[config.mk]
export PLATFORM = sky130hd
export DESIGN_NAME = stp_rx_controller
export DESIGN_NICKNAME = d
export VERILOG_FILES = /design/src/rtl/stp_rx_controller.sv
export SDC_FILE = /design/constraint.sdc
export NUM_CORES = 1
export LEC_CHECK = 0
export CELL_PAD_IN_SITES_DETAIL_PLACEMENT = 1
export CELL_PAD_IN_SITES_GLOBAL_PLACEMENT = 1
export CORE_UTILIZATION = 40
export CTS_CLUSTER_DIAMETER = 100
export CTS_CLUSTER_SIZE = 14
export DETAILED_ROUTE_END_ITERATION = 8
export DONT_BUFFER_PORTS = 1
export PLACE_DENSITY = 0.64
export SYNTH_ARGS = -nofsm -noshare
export SYNTH_HDL_FRONTEND = slang
export SYNTH_SLANG_ARGS = --single-unit
[constraint.sdc]
create_clock -name clk -period 2.55 [get_ports clk]
set_input_delay 0.255 -clock clk [delete_from_list [all_inputs] [get_ports clk]]
set_output_delay 0.255 -clock clk [all_outputs]
set_load 0.005 [all_outputs]
[src/rtl/stp_rx_controller.sv]
`timescale 1ns/1ps
// Serial receive controller: start/data/stop timing, shift strobes and sticky status flags. Optional RX_PARITY_EN adds an even-parity bit check.
// Latency: data_ready rises the cycle after the stop-bit sample (cycle 96 of a default 8N1 frame at CLKS_PER_BIT=10).
// Backpressure: no stall. A frame that completes while data_ready is still set raises overrun_error and the frame is not held.
module stp_rx_controller #(
    parameter int NUM_BITS     = 8,
    parameter int CLKS_PER_BIT = 10
) (
    input  logic clk,
    input  logic n_rst,
    input  logic serial_in,
    input  logic data_read,
    output logic shift_strobe,
    output logic rx_busy,
    output logic data_ready,
    output logic framing_error,
    output logic overrun_error,
    output logic parity_error
);
    localparam int TW = $clog2(CLKS_PER_BIT + 1);
    localparam int BW = $clog2(NUM_BITS + 1);
    localparam logic [TW-1:0] HALF = TW'(CLKS_PER_BIT / 2);
    localparam logic [TW-1:0] FULL = TW'(CLKS_PER_BIT);
    localparam logic [BW-1:0] LAST = BW'(NUM_BITS - 1);

    typedef enum logic [2:0] {
        IDLE,
        START,
        DATA,
`ifdef RX_PARITY_EN
        PARITY,
`endif
        STOP,
        HOLD
    } state_t;

    state_t          state, next_state;
    logic [TW-1:0]   timer, timer_nxt;
    logic [BW-1:0]   bit_cnt, bit_cnt_nxt;
    logic            serial_prev;
    logic            start_det, frame_done, stop_bad;
`ifdef RX_PARITY_EN
    logic            par_sample, par_acc;
`endif

    always_ff @(posedge clk or negedge n_rst) begin
        if (!n_rst) begin
            state       <= IDLE;
            timer       <= '0;
            bit_cnt     <= '0;
            serial_prev <= 1'b0;  // a high line must be seen before any start is accepted
        end else begin
            state       <= next_state;
            timer       <= timer_nxt;
            bit_cnt     <= bit_cnt_nxt;
            serial_prev <= serial_in;
        end
    end

    always_comb begin
        next_state   = state;
        timer_nxt    = timer;
        bit_cnt_nxt  = bit_cnt;
        shift_strobe = 1'b0;
        start_det    = 1'b0;
        frame_done   = 1'b0;
        stop_bad     = 1'b0;
`ifdef RX_PARITY_EN
        par_sample   = 1'b0;
`endif
        case (state)
            IDLE: begin
                timer_nxt   = '0;
                bit_cnt_nxt = '0;
                if (serial_prev && !serial_in) begin
                    start_det  = 1'b1;
                    next_state = START;
                    timer_nxt  = TW'(1);  // timer tracks cycles since the falling edge
                end
            end
            START: begin
                if (timer == HALF) begin
                    timer_nxt  = serial_in ? '0 : TW'(1);
                    next_state = serial_in ? IDLE : DATA;
                end else begin
                    timer_nxt = timer + 1'b1;
                end
            end
            DATA: begin
                if (timer == FULL) begin
                    shift_strobe = 1'b1;
                    bit_cnt_nxt  = bit_cnt + 1'b1;
                    timer_nxt    = TW'(1);
                    if (bit_cnt == LAST) begin
`ifdef RX_PARITY_EN
                        next_state = PARITY;
`else
                        next_state = STOP;
`endif
                    end
                end else begin
                    timer_nxt = timer + 1'b1;
                end
            end
`ifdef RX_PARITY_EN
            PARITY: begin
                if (timer == FULL) begin
                    par_sample = 1'b1;
                    timer_nxt  = TW'(1);
                    next_state = STOP;
                end else begin
                    timer_nxt = timer + 1'b1;
                end
            end
`endif
            STOP: begin
                if (timer == FULL) begin
                    timer_nxt  = '0;
                    frame_done = serial_in;
                    stop_bad   = !serial_in;
                    next_state = serial_in ? IDLE : HOLD;
                end else begin
                    timer_nxt = timer + 1'b1;
                end
            end
            HOLD: begin
                timer_nxt = '0;
                if (serial_in) next_state = IDLE;
            end
            default: begin
                next_state = IDLE;
                timer_nxt  = '0;
            end
        endcase
    end

    assign rx_busy = (state != IDLE);

`ifdef RX_PARITY_EN
    always_ff @(posedge clk or negedge n_rst) begin
        if (!n_rst) begin
            par_acc      <= 1'b0;
            parity_error <= 1'b0;
        end else begin
            if (start_det) begin
                par_acc      <= 1'b0;
                parity_error <= 1'b0;
            end else if (shift_strobe) begin
                par_acc <= par_acc ^ serial_in;
            end else if (par_sample) begin
                parity_error <= par_acc ^ serial_in;
            end
        end
    end
`else
    assign parity_error = 1'b0;
`endif

    always_ff @(posedge clk or negedge n_rst) begin
        if (!n_rst) begin
            data_ready    <= 1'b0;
            framing_error <= 1'b0;
            overrun_error <= 1'b0;
        end else begin
            if (start_det) framing_error <= 1'b0;
            if (stop_bad)  framing_error <= 1'b1;
            // a frame that failed parity is dropped silently apart from its flag
            if (frame_done && !parity_error) begin
                data_ready    <= 1'b1;
                overrun_error <= data_read ? 1'b0 : (overrun_error | data_ready);
            end else if (data_read) begin
                data_ready    <= 1'b0;
                overrun_error <= 1'b0;
            end
        end
    end
endmodule

# Yosys cells after proc, flatten, opt, wreduce, memory -nomap -nowiden

Index checks and enable logic that the tools add are counted.

Register bits: 15
Input bits: 4
Output and inout port bits: 6

Reduce and logical (&&, ||, !) cells: 9
Multiplexer cells: 31
Eq/ne operators: 13
$add $sub $neg: 2
Bitwise gates (word level): 1

Operator list:

| cell                                          | count |
|---|---|
| two-way mux 3 bit                             | 7 |
| two-way mux 1 bit                             | 16 |
| two-way mux 4 bit                             | 4 |
| case mux 4 bit (4 select lines)               | 1 |
| case mux 3 bit (5 select lines)               | 1 |
| != test 2 bit, second input constant          | 6 |
| adder 4 x 1 -> 4 bit, second input constant   | 2 |
| == test 4 x 3 -> 1 bit, second input constant | 2 |
| case mux 4 bit (2 select lines)               | 1 |
| == test 3 x 2 -> 1 bit, second input constant | 2 |
| AND reduction 6 bit                           | 1 |
| nonzero test 2 bit                            | 3 |
| == test 4 bit, second input constant          | 1 |
| == test 3 x 1 -> 1 bit, second input constant | 1 |
| == test 3 bit, second input constant          | 1 |
| zero test 3 bit                               | 1 |
| nonzero test 3 bit                            | 1 |
| two-way mux 2 bit                             | 1 |
| AND reduction 2 bit                           | 1 |
| logical AND 1 bit                             | 1 |
| zero test 1 bit                               | 1 |
| OR 1 bit                                      | 1 |

# Logic depth before layout (Yosys ltp)

Depth after elaboration: 6
Depth in mapped cells: 5
Depth with buffers taken out: 4

# Worst setup path after synthesis

No wires, ideal clock.

Path kind: reg2reg
From: register timer[0]
To: register bit_cnt[0]
Data required time: 2.429 ns
Clock period less this slack: 1.423 ns
Arrival time: 1.302 ns
Stages on the path, launching flop included: 5
Setup slack: 1.127 ns
Cells stage by stage: dfrtp_1 > buf_6 > and4bb_4 > mux2_1 > a22o_1

Longest elaborated chain between the ends: 3

Ends and longest elaborated chain:

| item                                 | line | source |
|---|---|---|
| start: declaration                   | 38   | `logic [TW-1:0] timer, timer_nxt;` |
| start signal: assignment             | 54   | `timer <= timer_nxt;` |
| == test 4 bit                        | 90   | `if (timer == FULL) begin` |
| != test 2 bit (no source line)       | -    |  |
| AND reduction 2 bit (no source line) | -    |  |
| end signal: assignment               | 55   | `bit_cnt <= bit_cnt_nxt;` |
| end: declaration                     | 39   | `logic [BW-1:0] bit_cnt, bit_cnt_nxt;` |

No other way between the ends.
A chain may end at the register's enable or synchronous reset.

# Final worst setup path

From: register state[1]
To: output port shift_strobe

Longest elaborated chain between the ends: 2

Ends and longest elaborated chain:

| item                     | line | source |
|---|---|---|
| start: declaration       | 37   | `state_t state, next_state;` |
| start signal: assignment | 53   | `state <= next_state;` |
| == test 3 x 2 -> 1 bit   | 71   | `case (state)` |
| two-way mux 1 bit        | 71   |  |
| end: declaration         | 13   | `output logic shift_strobe,` |

No other way between the ends.

==> impl_results.html <==
<table>
<tr><th>Metric</th><th>Value</th></tr>
<tr><th colspan="2">Worst setup path</th></tr>
<tr><td>Sequence of cells on the critical path</td><td>nand4b_1 &gt; nor3_1</td></tr>
<tr><td>Arrival time at the worst endpoint</td><td>1.66 ns</td></tr>
<tr><td>Peak fanout along the critical path</td><td>23</td></tr>
<tr><td>Peak per-stage delay on the critical path</td><td>0.83 ns</td></tr>
<tr><td>Worst R2R Setup Slack</td><td>0.93 ns</td></tr>
<tr><td>Slowest cell on the critical path</td><td>sky130_fd_sc_hd__dfrtp_1</td></tr>
<tr><td>Crit path capture type</td><td>output port</td></tr>
<tr><td>Type of the setup path with the least slack</td><td>reg2out</td></tr>
<tr><td>Number of cells traversed by the worst register-to-register path</td><td>3</td></tr>
<tr><td>Reg-to-reg critical path endpoint</td><td>bit_cnt[1]$_DFFE_PN0P_</td></tr>
<tr><td>Required @ worst endpoint</td><td>2.30 ns</td></tr>
<tr><td>Launch point of the critical path</td><td>state[1]$_DFFE_PN0P_</td></tr>
<tr><td>R2r startpoint</td><td>timer[0]$_DFF_PN0_</td></tr>
<tr><td>Startpoint type of the worst setup path</td><td>flip-flop</td></tr>
<tr><td>Critical Path Sink</td><td>shift_strobe</td></tr>
<tr><th colspan="2">Timing</th></tr>
<tr><td>Final setup margin</td><td>0.635 ns</td></tr>
<tr><td>Tmin final</td><td>1.91 ns</td></tr>
<tr><td>Tightest Pin Transition</td><td>0.739 ns</td></tr>
<tr><td>Final worst path period share</td><td>75.1%</td></tr>
<tr><td>Maximum achievable frequency</td><td>522 MHz</td></tr>
<tr><td>Layout Skew</td><td>0.00475 ns</td></tr>
<tr><td>Setup repair after global routing missed its margin</td><td>false</td></tr>
<tr><td>Final total negative setup slack</td><td>0 ns</td></tr>
<tr><td>Worst relative slew slack</td><td>50.7%</td></tr>
<tr><td>Final Hold Fails</td><td>0</td></tr>
<tr><td>Final setup violating endpoints</td><td>0</td></tr>
<tr><td>Max-slew violations</td><td>0</td></tr>
<tr><th colspan="2">Place</th></tr>
<tr><td>Number of cells in the design after placement</td><td>106</td></tr>
<tr><td>Post-detailed-placement half-perimeter wirelength</td><td>1220 um</td></tr>
<tr><td>Weighted congestion reported at the end of routability-driven placement</td><td>0.692</td></tr>
<tr><td>Post-placement worst setup slack</td><td>0.929 ns</td></tr>
<tr><td>Number of I/O port buffers</td><td>0</td></tr>
<tr><th colspan="2">Floorplan</th></tr>
<tr><td>Width of the die</td><td>50.0 um</td></tr>
<tr><td>Area of the core region</td><td>2190 sq um</td></tr>
<tr><td>Chip Height</td><td>50.0 um</td></tr>
<tr><td>Ports placed on the boundary</td><td>10</td></tr>
<tr><td>Die Outline Area</td><td>2500 sq um</td></tr>
<tr><td>Starting density of the core</td><td>42.1%</td></tr>
<tr><td>Core Rows</td><td>17</td></tr>
<tr><th colspan="2">Routing</th></tr>
<tr><td>Total via count in the routed design</td><td>651</td></tr>
<tr><td>Pre-antenna DRT Iters</td><td>4</td></tr>
<tr><td>Violation count after the first detailed-routing iteration</td><td>18</td></tr>
<tr><td>Via density per instance</td><td>5.81</td></tr>
<tr><td>ANT nets after route</td><td>0</td></tr>
<tr><td>Post-detailed-route DRC marker count</td><td>0</td></tr>
<tr><td>Wire length reported by the detailed router</td><td>1860 um</td></tr>
<tr><td>Avg WL per Cell</td><td>16.6 um</td></tr>
<tr><th colspan="2">Global routing</th></tr>
<tr><td>Total global routing track utilization</td><td>17.3%</td></tr>
<tr><td>Largest net degree at the start of global routing</td><td>24</td></tr>
<tr><td>Initial antenna violation count</td><td>0</td></tr>
<tr><td>Total overflow reported by the global router</td><td>0</td></tr>
<tr><td>Number of global-route vias before repair</td><td>674</td></tr>
<tr><td>Wire length of the first global-routing pass</td><td>3220 um</td></tr>
<tr><th colspan="2">Synth</th></tr>
<tr><td>Average size of a mapped cell</td><td>10.7 sq um</td></tr>
<tr><td>Fraction of registers with async set or reset after synthesis</td><td>100%</td></tr>
<tr><td>Post-synthesis cell type count</td><td>44</td></tr>
<tr><td>Library cell occupying the most area in the post-synthesis netlist</td><td>sky130_fd_sc_hd__dfrtp_1</td></tr>
<tr><td>Ranking of synthesized cells by area</td><td>sky130_fd_sc_hd__dfrtp_1 41%, sky130_fd_sc_hd__a2111oi_2 4.9%, sky130_fd_sc_hd__nor4b_1 2.8%</td></tr>
<tr><td>Share of the yosys chip area belonging to registers</td><td>40.7%</td></tr>
<tr><td>Number of enable flip-flop cells after synthesis</td><td>0</td></tr>
<tr><td>Area of the mapped netlist</td><td>923 sq um</td></tr>
<tr><td>Mapped Cells</td><td>86</td></tr>
<tr><td>Flops &amp; latches, synth</td><td>15</td></tr>
<tr><td>Top flip-flop cell by instance count after synthesis</td><td>sky130_fd_sc_hd__dfrtp_1</td></tr>
<tr><td>Share of Yosys cell area claimed by the top area cell type</td><td>40.7%</td></tr>
<tr><td>Synth Warn #</td><td>0</td></tr>
<tr><td>Post-Syn Nets</td><td>91</td></tr>
<tr><th colspan="2">Clocking</th></tr>
<tr><td>Root Buffer</td><td>sky130_fd_sc_hd__clkbuf_4</td></tr>
<tr><td>Clock buffer depth</td><td>2</td></tr>
<tr><td>TritonCTS clock tree</td><td>built</td></tr>
<tr><td>Clock latency reported for the late side of the worst-skew pair</td><td>0.28 ns</td></tr>
<tr><td>Clock-pin slew on the worst setup and hold paths</td><td>0.09 ns</td></tr>
<tr><td>Hold-fix buffers at CTS</td><td>2</td></tr>
<tr><td>Post-CTS setup-driven buffer insertion count</td><td>0</td></tr>
<tr><td>Quantity of gates resized following cts</td><td>0</td></tr>
<tr><td>Level count of the clock H-tree</td><td>1</td></tr>
<tr><td>Clock Sinks</td><td>15</td></tr>
<tr><td>CTS buffer count</td><td>3</td></tr>
<tr><th colspan="2">Final layout</th></tr>
<tr><td>Sequential cell area</td><td>375 sq um</td></tr>
<tr><td>Fillers</td><td>252</td></tr>
<tr><td>P&amp;R area growth vs syn</td><td>2.17%</td></tr>
<tr><td>Nets@finish</td><td>90</td></tr>
<tr><td>Util after Layout</td><td>43.1%</td></tr>
<tr><td>Multi-input combinational cell area</td><td>479 sq um</td></tr>
<tr><td>Fraction of final layout cells sized beyond drive strength 1</td><td>13.1%</td></tr>
<tr><td>Ant. Diodes</td><td>0</td></tr>
<tr><td>Finished Layout Cells</td><td>112</td></tr>
<tr><th colspan="2">Power</th></tr>
<tr><td>Pwr Density</td><td>911 nW/um^2</td></tr>
<tr><td>Total power draw</td><td>860 uW</td></tr>
<tr><td>Reported leakage power</td><td>0.389 nW</td></tr>
<tr><td>Max IR drop VDD</td><td>0.428 mV</td></tr>
<tr><th colspan="2">Hold path</th></tr>
<tr><td>Kind of path behind the tightest hold check</td><td>in2reg</td></tr>
<tr><th colspan="2">Run status</th></tr>
<tr><td>Result of the run</td><td>complete, no violations</td></tr>
<tr><th colspan="2">Job</th></tr>
<tr><td>Reported max-cap violation count</td><td>0</td></tr>
</table>
==> cells in the final DEF, fill, tap and decap left out, types with 2 or more instances in the layout <==
master	count
sky130_fd_sc_hd__inv_1	2
sky130_fd_sc_hd__xor2_1	2
sky130_fd_sc_hd__a21oi_1	5
sky130_fd_sc_hd__mux2_1	2
sky130_fd_sc_hd__dfrtp_1	15
sky130_fd_sc_hd__nand2b_1	3
sky130_fd_sc_hd__dlygate4sd3_1	2
sky130_fd_sc_hd__clkbuf_4	3
sky130_fd_sc_hd__a2111oi_2	3
sky130_fd_sc_hd__nor3_1	2
sky130_fd_sc_hd__nand4_1	2
sky130_fd_sc_hd__nor4b_1	3
sky130_fd_sc_hd__o22ai_1	2
sky130_fd_sc_hd__nand2_1	5
sky130_fd_sc_hd__a22o_1	2
sky130_fd_sc_hd__nor2b_1	2
sky130_fd_sc_hd__nor2_1	5
==> stage by stage <==
step	cell area [sq um]	hold WS [ns]
floorplan	923	-0.0406
global placement	897	-0.0402
detailed placement	897	-0.0402
CTS	943	0.0191
global route	943	0.0180
finish	943	0.0278
==> flip-flops by register name, summed over array words and instances (netlist names) <==
register       flops
bit_cnt            4
overrun_error      1
data_ready         1
serial_prev        1
state              3
timer              4
framing_error      1
==> cells by family (layout without fill, tap and decap cells) <==
logic type	count (synthesis)	in the layout	share of synthesized area (%)
other	1	1	0.406
and+or+nand+nor	32	32	23.4
buffers and inverters	10	8	7.45
muxes	2	2	2.44
xor gates and xnor gates	3	3	2.85
DFF	15	15	40.7
AOI/OAI and AO/OA	22	22	21.4
adders and majority gates	1	1	1.35
==> routing by layer <==
| layer | wire, um | up-vias | track usage (%) |
|---|---|---|---|
| met3 | 51 | 2 | 3.70 |
| met2 | 875 | 10 | 26.9 |
| li1 | - | 318 | - |
| met5 | 0 | - | 0 |
| met4 | 10 | 0 | 5.71 |
| met1 | 925 | 321 | 23.5 |
==> worst min-delay path by stage <==
stage                          from                endpoint  slack, ns  cells after the start
final                     serial_in    state[2]$_DFFE_PN0P_       0.03                      1
after CTS                 serial_in    state[2]$_DFFE_PN0P_       0.02                      1
after floorplan               n_rst  bit_cnt[0]$_DFFE_PN0P_      -0.04                      0
after global placement        n_rst  bit_cnt[3]$_DFFE_PN0P_      -0.04                      0
after global routing      serial_in    state[2]$_DFFE_PN0P_       0.02                      1
after detailed placement      n_rst  bit_cnt[3]$_DFFE_PN0P_      -0.04                      0
==> where the power goes <==
group	switching [mW]	total, mW	internal (mW)
sequential	0.149	0.441	0.292
combinational	0.122	0.281	0.159
clock	0.0768	0.138	0.0607
total	0.348	0.860	0.512
==> worst max-delay path: cells and delay by family, from the launching register on <==
family           cells  cell delay [ns]
DFF                  1             0.83
and+or+nand+nor      2             0.55
==> cells in the mapped netlist, types with 3 or more instances <==
cell                        count
sky130_fd_sc_hd__nand2_1        5
sky130_fd_sc_hd__nor4b_1        3
sky130_fd_sc_hd__dfrtp_1       15
sky130_fd_sc_hd__a21oi_1        5
sky130_fd_sc_hd__buf_2          3
sky130_fd_sc_hd__nand2b_1       3
sky130_fd_sc_hd__nor2_1         5
sky130_fd_sc_hd__a2111oi_2      3
==> area by class of cell <==
class	instances	area share, %
multi-input cells	61	50.8
clock buffers	4	2.79
repair buffers	2	2.12
well taps	28	3.71
flip-flops and latches	15	39.8
inverters	2	0.796
Power figures use the tool's default switching activity.
